===== src/rtl/seq_multiplier.sv =====
// Iterative radix-2 shift-add multiplier; one partial-product bit per cycle.
// Returns the low or high word of the 2*WIDTH-bit product, selected at start.
module seq_multiplier #(
  parameter int WIDTH = 32,
  parameter int CNT_W = 6
) (
  input  logic             clk,
  input  logic             rst,
  input  logic             start,
  input  logic             sign,
  input  logic             op,
  input  logic [WIDTH-1:0] multiplicand,
  input  logic [WIDTH-1:0] multiplier,
  output logic [WIDTH-1:0] result,
  output logic             busy,
  output logic             done
);

  localparam logic [CNT_W-1:0] CNT_INIT = CNT_W'(WIDTH);

  logic [2*WIDTH:0]   acc, acc_nxt;
  logic [WIDTH-1:0]   mcand;
  logic               neg, op_q;
  logic [CNT_W-1:0]   cnt;
  logic [2*WIDTH-1:0] prod, prod_nxt;
  logic [WIDTH-1:0]   a_abs, b_abs;
  logic [WIDTH:0]     upper_sum;

  always_comb begin
    a_abs     = (sign && multiplicand[WIDTH-1]) ? -multiplicand : multiplicand;
    b_abs     = (sign && multiplier[WIDTH-1])   ? -multiplier   : multiplier;
    // Upper half is WIDTH+1 bits so the add carry lands in the top bit.
    upper_sum = acc[2*WIDTH:WIDTH] + (acc[0] ? {1'b0, mcand} : '0);
    acc_nxt   = {1'b0, upper_sum, acc[WIDTH-1:1]};
    prod_nxt  = neg ? -acc_nxt[2*WIDTH-1:0] : acc_nxt[2*WIDTH-1:0];
  end

  always_ff @(posedge clk or negedge rst) begin
    if (!rst) begin
      acc   <= '0;
      mcand <= '0;
      neg   <= 1'b0;
      op_q  <= 1'b1;
      cnt   <= '0;
      prod  <= '0;
    end else if (start) begin
      // Start always wins, so a busy restart silently drops the old job.
      acc   <= {1'b0, {WIDTH{1'b0}}, b_abs};
      mcand <= a_abs;
      neg   <= sign & (multiplicand[WIDTH-1] ^ multiplier[WIDTH-1]);
      op_q  <= op;
      cnt   <= CNT_INIT;
    end else if (cnt != '0) begin
      acc <= acc_nxt;
      cnt <= cnt - 1'b1;
      if (cnt == CNT_W'(1)) prod <= prod_nxt;
    end
  end

  assign busy   = (cnt != '0);
  assign done   = ~busy;
  assign result = op_q ? prod[WIDTH-1:0] : prod[2*WIDTH-1:WIDTH];

endmodule


===== config.mk =====
export PLATFORM = sky130hd
export DESIGN_NAME = seq_multiplier
export DESIGN_NICKNAME = d
export VERILOG_FILES = /design/src/rtl/seq_multiplier.sv
export SDC_FILE = /design/constraint.sdc
export NUM_CORES = 1
export LEC_CHECK = 0
export ABC_AREA = 1
export BUFFER_PORTS_ARGS = -buffer_cell sky130_fd_sc_hd__buf_2
export CAP_MARGIN = 25
export CORE_ASPECT_RATIO = 0.9
export CORE_MARGIN = 3
export CORE_UTILIZATION = 25
export DETAILED_ROUTE_END_ITERATION = 16
export SLEW_MARGIN = 20
export SYNTH_ARGS = -nofsm -noshare
export SYNTH_HDL_FRONTEND = slang
export SYNTH_SLANG_ARGS = --single-unit

===== constraint.sdc =====
create_clock -name clk -period 3.68 [get_ports clk]
set_clock_uncertainty 0.2 [all_clocks]
set_input_delay 1.104 -clock clk [delete_from_list [all_inputs] [get_ports clk]]
set_output_delay 1.104 -clock clk [all_outputs]
set_load 0.05 [all_outputs]

==> out/metrics.csv <==
metric,value,unit
outcome,finished clean,
post-route-period-util,92.0,%
clkSinkCount,168,
drt-total-wl,41.2,mm
path_max_fanout,31,
syn2layout_area_growth,14.5,%
rsz0062_at_grt,false,
finalHoldViolCount,0,
overflow,0,
synth-edff-count,0,
hpwl,33.4,mm
gp_congestion,0.895,
final_cells,2803,
io_pins,103,
vias,12700,
drive_gt1_share,14.4,%
dr.pass1.iters,5,
rrSetupSlack,290,ps
async_flop_share,100,%
synthFlopType,dfrtp_1,
crit_type,register to register,
worstPathRequired,3830,ps
cp-start-kind,register,
ctsResizeCount,0,
relSlewSlack,41.3,%
netlist_area,13200,um^2
fin_util,29.2,%
gr-usage-all-layers,14.8,%
max-vdd-ir-drop,0.388,mV
initial_core_util,25.4,%
numCtsBuffers,17,
antenna_cells,0,
synth-seq-area-share,31.8,%
hold_path.class,register to register,
critPathCaptureType,register,
clkLatencyLatePin,460,ps
post-cts-setup-buffers,0,
p_per_area,594,nW/um^2
ys_ff_latch,168,
ctsHtreeMaxLevel,4,
cts_tree,yes,
cts.path.max_buffers,2,
die_width,249,um
fin_nets,2210,
grt_pass1_vias,11900,
period_needed,3390,ps
clk_pin_slew_worst_paths,80,ps
via_per_inst,4.53,
place_inst,2771,
grt_pass1_wl,66.4,mm
die_y,224,um
ctsHoldBuffers,0,
synth_fp_nets,2129,
dieArea,55700,um^2
finalMaxSlewViolations,0,
arrival,3530,ps
drcViolationCount,0,
finalSetupViolCount,0,
rows,79,
grt_max_degree,72,
drtIter0Drc,1052,
worst_slew_pin_slew,880,ps
power.leakage,7.82,nW
wl_per_cell,14.7,um
antenna_found_initial,0,
core-area,52000,um^2
drv_cap,0,
synth_cells,2021,
avgSynthCellArea,6.55,um^2
synth.distinct_cells,54,
setup-tns-final,0,ps
ant_nets,0,
cts_root_buffer,clkbuf_16,
fmax,295,MHz
portBuffers,102,
ys_warn_count,0,
==> report_power, final <==
part           total [mW]  switching (mW)  internal [mW]
clock                1.83           0.913          0.918
sequential           2.74           0.365           2.38
combinational        4.43            3.13           1.30
total                9.00            4.41           4.60
==> kinds of logic after synthesis <==
kind of cell,Yosys count,share of synthesized area [%]
AND/OR/NAND/NOR,1136,38.1
buffers and inverters,339,9.81
AO/OA/AOI/OAI,257,11.0
flip-flops,168,31.8
XOR/XNOR,82,5.54
adder cells (fa/ha/maj),39,3.74
==> synthesized netlist by cell type (4+ instances only) <==
cell type	number	area share (%)
nor4_1	4	0.19
nor3_1	21	0.79
ha_1	38	3.6
nand2_1	690	20
o211ai_1	6	0.34
buf_2	9	0.34
o21ai_1	13	0.49
dfrtp_1	167	32
a21oi_1	34	1.3
nand3b_1	7	0.40
nor2_4	8	0.68
o21bai_1	4	0.23
nand4_1	29	1.4
nor3_2	7	0.53
inv_1	254	7.2
clkinv_1	4	0.11
nand3_1	117	4.4
a31oi_1	11	0.52
xnor2_1	16	1.1
nand2_4	5	0.43
o21ai_0	150	5.7
xor2_1	64	4.2
buf_1	4	0.11
nor2_2	29	1.4
clkbuf_1	48	1.4
nand2_2	54	2.6
o221ai_1	25	1.7
inv_2	17	0.48
nand3_2	11	0.83
or2_2	5	0.24
nor2_1	139	3.9
==> placed cells by master (no fill, tap or decap), types with 29 or more instances in the layout <==
| master | netlist | routed |
|---|---|---|
| a21oi_1 | 34 | 34 |
| buf_2 | 9 | 101 |
| dfrtp_1 | 167 | 167 |
| ha_1 | 38 | 38 |
| inv_1 | 254 | 254 |
| nand2_1 | 690 | 690 |
| nand2_2 | 54 | 54 |
| nand3_1 | 117 | 117 |
| nand4_1 | 29 | 29 |
| nor2_1 | 139 | 139 |
| nor2_2 | 29 | 29 |
| o21ai_0 | 150 | 150 |
| xor2_1 | 64 | 64 |
==> final timing paths <==
| kind | startpoint | depth (start not counted) | to |
|---|---|---|---|
| setup reg to reg | acc[0]$_DFFE_PN0P_ | 19 | prod[58]$_DFFE_PN0P_ |
| hold reg to reg | mcand[13]$_DFFE_PN0P_ | 2 | mcand[13]$_DFFE_PN0P_ |
| setup / recovery | acc[0]$_DFFE_PN0P_ | 19 | prod[58]$_DFFE_PN0P_ |
| max in group asynchronous | rst | 2 | acc[40]$_DFFE_PN0P_ |
| min in group asynchronous | rst | 1 | prod[27]$_DFFE_PN0P_ |
| hold / removal | mcand[13]$_DFFE_PN0P_ | 2 | mcand[13]$_DFFE_PN0P_ |
==> metrics by stage <==
step                      area (um^2)  power [mW]  hold WS [ps]  setup slack, ps
after CTS                       15200        9.06           287              327
after global placement          14600        7.18           265              238
after global routing            15200        9.68           306             46.2
after floorplan                 13200        5.84           249              289
after detailed placement        14600        7.20           267              247
final                           15200        9.00           285              294
==> per-layer routing <==
layer | vias up | track usage [%] | wire length (um)
met3 | 42 | 2.16 | 1680
met4 | 0 | 4.40 | 890
met5 | - | 0 | 0
met1 | 5797 | 21.4 | 20800
met2 | 278 | 23.0 | 17800
li1 | 6588 | - | -
==> critical path, stage by stage, from the launching register on <==
cell and delay [ps]:
dfrtp_1 480, buf_12 200, nand2_1 70, inv_1 40
ha_1 400, nand2_1 150, nor2_2 200, nand3_1 170
nand4_1 130, nand2_1 140, inv_1 140, nand2_1 120
nor2_1 160, nand2_1 90, nand2_2 80, nand2_2 80
nor2_2 150, nand3_1 90, nand3_1 100, nand2_1 60
==> final cells by class <==
cell class / count / area (um^2)
Tap cell: 688 / 861
Multi-Input combinational cell: 1514 / 7730
Fill cell: 5868 / 36800
Clock buffer: 17 / 425
Sequential cell: 168 / 4210
Inverter: 276 / 1040
Clock inverter: 15 / 170
Timing Repair Buffer: 125 / 727
==> registers in the layout (all words and copies together) (netlist names) <==
name   cells
acc       64
prod      64
mcand     32
cnt        6
neg        1
op_q       1
Power figures use the tool's default switching activity.
